--- config.mk ---
export PLATFORM = sky130hd
export DESIGN_NAME = scc_serial_capture
export DESIGN_NICKNAME = d
export VERILOG_FILES = /design/src/rtl/scc_serial_capture.sv
export SDC_FILE = /design/constraint.sdc
export NUM_CORES = 1
export LEC_CHECK = 0
export ABC_AREA = 1
export CAP_MARGIN = 20
export CORE_UTILIZATION = 49
export DETAILED_ROUTE_END_ITERATION = 16
export MAX_ROUTING_LAYER = met4
export PLACE_DENSITY = 0.72
export SLEW_MARGIN = 15
export SYNTH_ARGS = -nofsm -noshare
export SYNTH_HDL_FRONTEND = slang
export SYNTH_SLANG_ARGS = --single-unit
--- constraint.sdc ---
create_clock -name clk_14m -period 3.9 [get_ports clk_14m]
set_clock_uncertainty 0.05 [all_clocks]
set_input_delay 0.78 -clock clk_14m [delete_from_list [all_inputs] [get_ports clk_14m]]
set_output_delay 0.78 -clock clk_14m [all_outputs]
set_load 0.02 [all_outputs]
--- src/rtl/scc_serial_capture.sv ---
// scc_serial_capture: receive-side capture of the SCC transmit line.
// Samples an async 8N1 stream in the clk_14m domain, buffers complete bytes
// in a circular FIFO and hands them to the host with a valid/ready pop.
// Build option: define SCC_CAPTURE_PARITY_EN to add a parity bit (8P1 frame,
// sense chosen by PARITY_ODD) with a sticky parity_err flag.
module scc_serial_capture #(
    parameter int CLKS_PER_BIT    = 1491,
    parameter int FIFO_DEPTH_LOG2 = 4,
    parameter bit PARITY_ODD      = 1'b0
) (
    input  logic                     clk_14m,
    input  logic                     reset,
    input  logic                     rxd,
    output logic [7:0]               rx_data,
    output logic                     rx_valid,
    input  logic                     rx_ready,
    output logic [FIFO_DEPTH_LOG2:0] fifo_count,
    output logic                     overflow,
    output logic [7:0]               frame_err_cnt,
    output logic                     parity_err,
    input  logic                     clr_err
);

    localparam int                 PTR_W     = FIFO_DEPTH_LOG2 + 1;
    localparam int                 DEPTH     = 1 << FIFO_DEPTH_LOG2;
    localparam logic [PTR_W-1:0]   DEPTH_CNT = PTR_W'(DEPTH);
    localparam logic [15:0]        HALF_LOAD = 16'(CLKS_PER_BIT / 2 - 1);
    localparam logic [15:0]        BIT_LOAD  = 16'(CLKS_PER_BIT - 1);

    typedef enum logic [2:0] {
        S_IDLE,
        S_START,
        S_DATA,
        S_PARITY,
        S_STOP,
        S_WAIT_IDLE
    } state_t;

    logic             sync1_q, sync2_q, rs;
    state_t           state_q, state_d;
    logic [15:0]      cnt_q, cnt_d;
    logic [2:0]       bit_idx_q, bit_idx_d;
    logic [7:0]       shift_q, shift_d;
    logic             push_req, frame_err_evt, par_err_evt;
`ifdef SCC_CAPTURE_PARITY_EN
    logic             par_bad_q, par_bad_d;
    logic             parity_err_q, parity_err_d;
`endif

    logic [PTR_W-1:0] wr_ptr_q, wr_ptr_d, rd_ptr_q, rd_ptr_d, count;
    logic [7:0]       mem_q [DEPTH];
    logic [7:0]       rx_data_q, rx_data_d;
    logic             rx_valid_q, rx_valid_d;
    logic             overflow_q, overflow_d;
    logic [7:0]       ferr_q, ferr_d;
    logic             full, pop, push_ok, ovf_evt;

    assign rs = sync2_q;

    // Two-flop synchroniser for the asynchronous serial line, idling high.
    // NOTE: sequential state is always assigned with <= so every flop samples pre-edge values.
    always_ff @(posedge clk_14m or posedge reset) begin
        if (reset) begin
            sync1_q <= 1'b1;
            sync2_q <= 1'b1;
        end else begin
            sync1_q <= rxd;
            sync2_q <= sync1_q;
        end
    end

    // Receiver FSM: bit timing, deserialisation and stop/parity checks.
    // NOTE: every signal gets a default before the case so no path leaves it unassigned (no latches).
    always_comb begin
        state_d       = state_q;
        cnt_d         = (cnt_q == 16'd0) ? cnt_q : cnt_q - 16'd1;
        bit_idx_d     = bit_idx_q;
        shift_d       = shift_q;
        push_req      = 1'b0;
        frame_err_evt = 1'b0;
        par_err_evt   = 1'b0;
`ifdef SCC_CAPTURE_PARITY_EN
        par_bad_d     = par_bad_q;
`endif
        case (state_q)
            S_IDLE: begin
                if (!rs) begin
                    state_d = S_START;
                    cnt_d   = HALF_LOAD;
`ifdef SCC_CAPTURE_PARITY_EN
                    par_bad_d = 1'b0;
`endif
                end
            end
            S_START: begin
                if (cnt_q == 16'd0) begin
                    if (!rs) begin
                        state_d   = S_DATA;
                        cnt_d     = BIT_LOAD;
                        bit_idx_d = 3'd0;
                    end else begin
                        state_d = S_IDLE;  // start bit vanished: glitch
                    end
                end
            end
            S_DATA: begin
                if (cnt_q == 16'd0) begin
                    shift_d   = {rs, shift_q[7:1]};
                    cnt_d     = BIT_LOAD;
                    bit_idx_d = bit_idx_q + 3'd1;
                    if (bit_idx_q == 3'd7) begin
`ifdef SCC_CAPTURE_PARITY_EN
                        state_d = S_PARITY;
`else
                        state_d = S_STOP;
`endif
                    end
                end
            end
`ifdef SCC_CAPTURE_PARITY_EN
            S_PARITY: begin
                if (cnt_q == 16'd0) begin
                    if (rs != (^shift_q ^ PARITY_ODD)) begin
                        par_bad_d   = 1'b1;
                        par_err_evt = 1'b1;
                    end
                    cnt_d   = BIT_LOAD;
                    state_d = S_STOP;
                end
            end
`endif
            S_STOP: begin
                if (cnt_q == 16'd0) begin
                    if (rs) begin
`ifdef SCC_CAPTURE_PARITY_EN
                        push_req = !par_bad_q;
`else
                        push_req = 1'b1;
`endif
                        state_d = S_IDLE;
                    end else begin
                        frame_err_evt = 1'b1;
                        state_d       = S_WAIT_IDLE;
                    end
                end
            end
            S_WAIT_IDLE: begin
                if (rs) state_d = S_IDLE;
            end
            default: state_d = S_IDLE;
        endcase
    end

    // FIFO pointer, head-register and error-flag next-state logic.
    always_comb begin
        count    = wr_ptr_q - rd_ptr_q;
        full     = (count == DEPTH_CNT);
        pop      = rx_valid_q & rx_ready;
        push_ok  = push_req & (!full | pop);
        ovf_evt  = push_req & full & !pop;
        wr_ptr_d = push_ok ? wr_ptr_q + PTR_W'(1) : wr_ptr_q;
        rd_ptr_d = pop ? rd_ptr_q + PTR_W'(1) : rd_ptr_q;
        rx_valid_d = (wr_ptr_d != rd_ptr_d);
        // The new head is the byte being written this cycle when the FIFO drains to it.
        if (push_ok && (rd_ptr_d == wr_ptr_q)) begin
            rx_data_d = shift_q;
        end else if (rx_valid_d) begin
            rx_data_d = mem_q[rd_ptr_d[FIFO_DEPTH_LOG2-1:0]];
        end else begin
            rx_data_d = rx_data_q;
        end
        // A coincident error beats the clear.
        overflow_d = ovf_evt | (overflow_q & !clr_err);
        if (frame_err_evt) begin
            ferr_d = clr_err ? 8'd1 : ((ferr_q == 8'hFF) ? ferr_q : ferr_q + 8'd1);
        end else begin
            ferr_d = clr_err ? 8'd0 : ferr_q;
        end
`ifdef SCC_CAPTURE_PARITY_EN
        parity_err_d = par_err_evt | (parity_err_q & !clr_err);
`endif
    end

    // State registers for the receiver, FIFO control and flags.
    always_ff @(posedge clk_14m or posedge reset) begin
        if (reset) begin
            state_q    <= S_IDLE;
            cnt_q      <= 16'd0;
            bit_idx_q  <= 3'd0;
            shift_q    <= 8'd0;
            wr_ptr_q   <= '0;
            rd_ptr_q   <= '0;
            rx_data_q  <= 8'd0;
            rx_valid_q <= 1'b0;
            overflow_q <= 1'b0;
            ferr_q     <= 8'd0;
`ifdef SCC_CAPTURE_PARITY_EN
            par_bad_q    <= 1'b0;
            parity_err_q <= 1'b0;
`endif
        end else begin
            state_q    <= state_d;
            cnt_q      <= cnt_d;
            bit_idx_q  <= bit_idx_d;
            shift_q    <= shift_d;
            wr_ptr_q   <= wr_ptr_d;
            rd_ptr_q   <= rd_ptr_d;
            rx_data_q  <= rx_data_d;
            rx_valid_q <= rx_valid_d;
            overflow_q <= overflow_d;
            ferr_q     <= ferr_d;
`ifdef SCC_CAPTURE_PARITY_EN
            par_bad_q    <= par_bad_d;
            parity_err_q <= parity_err_d;
`endif
        end
    end

    // FIFO storage write port.
    // NOTE: storage is not reset; pointers define which entries are meaningful.
    always_ff @(posedge clk_14m) begin
        if (push_ok) mem_q[wr_ptr_q[FIFO_DEPTH_LOG2-1:0]] <= shift_q;
    end

    assign rx_data       = rx_data_q;
    assign rx_valid      = rx_valid_q;
    assign fifo_count    = count;
    assign overflow      = overflow_q;
    assign frame_err_cnt = ferr_q;
`ifdef SCC_CAPTURE_PARITY_EN
    assign parity_err    = parity_err_q;
`else
    // No parity field on the line: the flag is held low whatever the sense setting.
    assign parity_err    = 1'b0 & PARITY_ODD;
`endif

endmodule

Yosys cells after proc, flatten, opt, wreduce, memory -nomap -nowiden:

Memories as Yosys holds them, arrays and structs flattened.
Cells that the tools add are included.

* bits in writable memories: 128
* register bits after elaboration: 60
* memories kept: 1
* word-level logic and storage cells: 91
* output and inout bits: 24
* input port bits: 5

Memory list
* mem_q: words 16, width 8, read ports 1, clocked after memory_dff 0, write ports 1, RTL line 51 `logic [7:0] mem_q [DEPTH];`

* bitwise gates (word level): 7
* muxes and demuxes: 35
* eq/ne operators: 17
* add/subtract/negate cells: 6
* reduce and logical (&&, ||, !) cells: 13

Operators with widths (number)
* 16-bit 2-to-1 mux: 5
* 8-bit 2-to-1 mux: 6
* 16-bit case mux with 3 select lines: 1
* 3-bit 2-to-1 mux: 10
* 16-bit zero test: 1
* 2-bit inequality test, second input constant: 8
* 16-bit by 1-bit subtractor with 16-bit output, second input constant: 1
* 3-bit case mux with 5 select lines: 1
* 5-bit by 1-bit adder with 5-bit output, second input constant: 2
* 5-bit 2-to-1 mux: 2
* 3-bit equality test, second input constant: 3
* 8-bit by 1-bit adder with 8-bit output, second input constant: 1
* 8-bit equality test, second input constant: 1
* 1-bit 2-to-1 mux: 8
* 3-bit case mux with 2 select lines: 1
* 6-bit AND reduction: 1
* 2-bit nonzero test: 3
* 1-bit bitwise AND: 5
* 5-bit equality test: 1
* 5-bit equality test, second input constant: 1
* 5-bit inequality test: 1
* 5-bit subtractor: 1
* 2-bit AND reduction: 2
* 4-bit AND reduction: 1
* 8 further kinds: 11

Depth between registers and ports, before layout:

Gate-level depths: netlist of the first run.

* word-level depth: 9
* depth in mapped cells: 18
* mapped depth without buffers: 18

Worst setup path before layout of the first run:

No wires, ideal clock.

* path kind: register -> register
* start point: register wr_ptr_q[0]
* end point: memory mem_q[0][0], enable pin
* path slack: 0.795 ns
* arrival time: 2.685 ns
* setup time: 0.370 ns
* buffers on the path: 1
* clock period less this slack: 3.105 ns
* cell stages (with the launch flop): 13
* required time: 3.480 ns
* path through: dfrtp_1 -> inv_1 -> ha_1 -> inv_1 -> fa_1 -> xor2_1 -> nor2_1 -> nand3_4 -> nand2_4 -> inv_2 -> buf_2 -> nand2_1 -> nor2_1

* longest elaborated chain between the ends: 7

Ends and longest elaborated chain
* start: declaration: RTL line 50 `logic [PTR_W-1:0] wr_ptr_q, wr_ptr_d, rd_ptr_q, rd_ptr_d, count;`
* start signal: assignment: RTL line 206 `wr_ptr_q <= wr_ptr_d;`
* 5-bit subtractor: RTL line 156 `count = wr_ptr_q - rd_ptr_q;`
* named net fifo_count[2]: RTL line 17 `output logic [FIFO_DEPTH_LOG2:0] fifo_count,`
* 5-bit equality test: RTL line 157 `full = (count == DEPTH_CNT);`
* 1-bit zero test: RTL line 159 `push_ok = push_req & (!full | pop);`
* 1-bit OR: RTL line 159
* 1-bit bitwise AND: RTL line 159
* 1-bit 2-to-1 mux: RTL line 222 `if (push_ok) mem_q[wr_ptr_q[FIFO_DEPTH_LOG2-1:0]] <= shift_q;`
* 1-bit 2-to-1 mux (not written as such): RTL line 222
* end: declaration: RTL line 51

The timed path passes the listed nets, and every way through them passes these cells.

Worst setup path in the final report of the first run:

* start point: register wr_ptr_q[0]
* end point: output fifo_count[4]

* longest elaborated chain between the ends: 1

Ends and longest elaborated chain (RTL line)
* 5-bit subtractor: 156
* end: declaration: 17

No other way between the ends.

==> flow_summary_export.csv, run 1 <==
group,metric,value,unit
sta,worst_slack,0.431,ns
synth,synthSimpleGateAreaFrac,18.6,%
sta,hold_viol_final,0,
worst_hold_path,hp-class,"flip-flop to flip-flop",
synth,yosys_warnings,0,
global_route,antenna_found_initial,0,
placed_design,hpwl,12800,µm
cells_and_area,area_growth,13.0,%
synth,synthMuxAreaShare,0.891,%
worst_setup_path,cp_max_fo,5,
placed_design,dp.cells,1108,
synth,synth_top_family_by_area,"simple AND/OR/NAND/NOR gates",
clock_tree,cts_root_buf,"clkbuf_16",
power_and_ir_drop,powerDensity,620,mW/mm²
floorplan,core_area,0.0175,mm²
detailed_routing,drc,0,
placed_design,dpl-instance-area,0.00939,mm²
worst_setup_path,r2r-start,"wr_ptr_q[0]",
detailed_routing,vias,6225,
placed_design,pre_cts_ws,0.660,ns
synth,synthXorXnorAreaFrac,1.88,%
clock_tree,clkSinkCount,188,
sta,period_share,88.9,%
worst_hold_path,hold_depth,0,
power_and_ir_drop,p_leak,4.32,nW
clock_tree,insertion_delay,0.43,ns
synth,synth_seq_area_share,60.4,%
cells_and_area,multiInputGateArea,0.00295,mm²
sta,setup-violations-final,0,
power_and_ir_drop,irDropWorstVdd,0.683,mV
global_route,track_usage,22.9,%
cells_and_area,diodes,0,
floorplan,rows,48,
placed_design,place.gp.congestion,0.923,
worst_setup_path,ff2ff_path_depth,11,
detailed_routing,antenna_left,0,
floorplan,io-pin-count,29,
detailed_routing,dr.pass1.iters,5,
floorplan,die_h,136,µm
clock_tree,cts_buffers,17,
global_route,grt_pass1_wl,30800,µm
cells_and_area,num-fill-cells,1433,
detailed_routing,wire_per_inst,17.1,µm
synth,synth-adder-area-share,2.21,%
floorplan,dieArea,0.0186,mm²
sta,period_needed,3.47,ns
global_route,overflow,0,
floorplan,die_x,136,µm
placed_design,place.port_buffers,27,
sta,worst_pin_slew,0.831,ns
worst_setup_path,critPathRequiredTime,3.07,ns
sta,whs,0.308,ns
synth,synth_nets,893,
clock_tree,htree_levels,4,
sta,rsz0062_at_grt,"false",
cells_and_area,layout-drive-gt1-share,9.29,%
synth,yosysUniqueCellTypes,47,
synth,syn-mean-instance-area,10.1,µm²
global_route,grt_pass1_vias,5853,
run_status,outcome,"finished, final reports clean",
sta,relSlewSlack,44.4,%
synth,synthesis.area,0.00885,mm²
power_and_ir_drop,power,6.19,mW
detailed_routing,avgViaCountPerCell,5.46,
sta,timing.final.max_slew_violations,0,
worst_setup_path,cp_data_arrival_time,2.64,ns
cells_and_area,final_cell_mix,"nand2_1 (148), edfxtp_1 (128), inv_1 (111)",
worst_setup_path,path_class,"flip-flop to output port",
synth,synth-compound-area-share,9.53,%
sta,fmax,288,MHz
clock_tree,clockBufferDepth,2,
global_route,grt_max_degree,65,
cells_and_area,nets,922,
clock_tree,cts_tree,"yes",
worst_hold_path,hp-start,"sync1_q",
cells_and_area,final_cell_area,0.0100,mm²
synth,ys_ff_latch,188,
floorplan,start_util,50.6,%
worst_setup_path,crit_path_end_kind,"output port",
cells_and_area,final_common_cell,"nand2_1",
clock_tree,postCtsSetupRepairBufs,0,
worst_setup_path,cp-start-kind,"flip-flop",
detailed_routing,drt_iter0_drc,577,
worst_hold_path,whs_endpoint,"rs",
sta,setup_tns,0,ns
detailed_routing,drt_wl_total,19400,µm
cells_and_area,finish.utilization,57.2,%
synth,syn_inst,873,
cells_and_area,area.sequential,0.00535,mm²
clock_tree,ctsResizeCount,0,
clock_tree,cts.hold.buffers_added,0,
worst_setup_path,reg2reg_slack,0.63,ns
clock_tree,path_clk_slew,0.07,ns
worst_setup_path,reg2reg_to,"mem_q[4][6]",
job,cap_viol_max_count,0,
cells_and_area,fin_cells,1140,
==> registers in the layout, indices dropped and copies added, names as in the netlist <==
| signal | count |
|---|---|
| rx_data | 8 |
| state_q | 3 |
| overflow | 1 |
| cnt_q | 16 |
| rd_ptr_q | 5 |
| bit_idx_q | 3 |
| wr_ptr_q | 5 |
| rx_valid | 1 |
| frame_err_cnt | 8 |
| mem_q | 128 |
| rs | 1 |
| shift_q | 8 |
| sync1_q | 1 |
==> metal layers <==
metal / GRT usage, % / part of all wire, %
met3: 3.77 / 4.9
met4: 7.41 / 2.0
met5: - / 0
met1: 29.6 / 44
met2: 36.7 / 49
==> kinds of logic after synthesis <==
kind of cell,after synthesis
and+or+nand+nor,350
DFF,188
buffers and inverters,147
AOI/OAI and AO/OA,146
xor gates and xnor gates,19
adders and majority gates,15
muxes,7
other,1
==> power by group <==
group          total, mW  internal, mW  switching (mW)  leakage [nW]
Sequential          2.25          2.19          0.0583          2.25
Clock               1.73         0.980           0.752         0.298
Combinational       2.22         0.750            1.47          1.77
Total               6.19          3.92            2.28          4.32
==> worst max path at each step <==
stage,slack [ns],startpoint,endpoint
floorplan,0.79,wr_ptr_q[0],mem_q[0][0]
global placement,0.72,rx_ready,rx_data[4]
detailed placement,0.66,wr_ptr_q[0],mem_q[5][4]
CTS,0.43,wr_ptr_q[0],fifo_count[4]
global route,0.32,wr_ptr_q[0],fifo_count[4]
finish,0.43,wr_ptr_q[0],fifo_count[4]
==> layout make-up <==
class / count / share of cell area, %
Sequential cell: 188 / 53.5
Multi-Input combinational cell: 538 / 29.5
Clock buffer: 24 / 5.37
Inverter: 121 / 4.54
Timing Repair Buffer: 36 / 3.63
Tap cell: 225 / 2.82
Clock inverter: 8 / 0.651
==> Yosys cell counts (all sizes together) <==
cell type | n | area share, %
o311ai | 1 | 0.099
nor2 | 73 | 3.9
nand3 | 97 | 6.0
nand2 | 160 | 7.2
conb | 1 | 0.042
o31ai | 3 | 0.25
dfrtp | 58 | 16
nor3 | 7 | 0.45
o41ai | 2 | 0.20
a21oi | 45 | 2.5
edfxtp | 128 | 43
ha | 14 | 2.0
nor4 | 1 | 0.071
a22oi | 1 | 0.085
a31oi | 1 | 0.071
clkbuf | 12 | 0.51
a211oi | 1 | 0.085
a32o | 2 | 0.23
fa | 1 | 0.23
nand3b | 5 | 0.42
o32ai | 1 | 0.099
xor2 | 13 | 1.3
dfstp | 2 | 0.59
o21ai | 63 | 3.6
a41oi | 1 | 0.099
mux2 | 7 | 0.89
buf | 14 | 0.81
or2 | 2 | 0.14
o211ai | 25 | 2.1
inv | 119 | 5.0
xnor2 | 6 | 0.59
nand4 | 5 | 0.35
clkinv | 2 | 0.085
==> critical path: stages, from the launching register on <==
cell and delay, ns:
dfrtp_1 0.44, inv_1 0.19, ha_1 0.17, inv_1 0.07, fa_1 0.40, nand3_1 0.11
nand3_1 0.09, nand2_2 0.11, clkdlybuf4s50_1 0.63
No activity file was read; power rests on OpenSTA's default activity.
==> run 2, diff against run 1 <==
SKIP_LAST_GASP = 1   (was unset)
==> results of run 2 <==
Same layout as run 1: the final DEF is identical, and so are final timing and power.
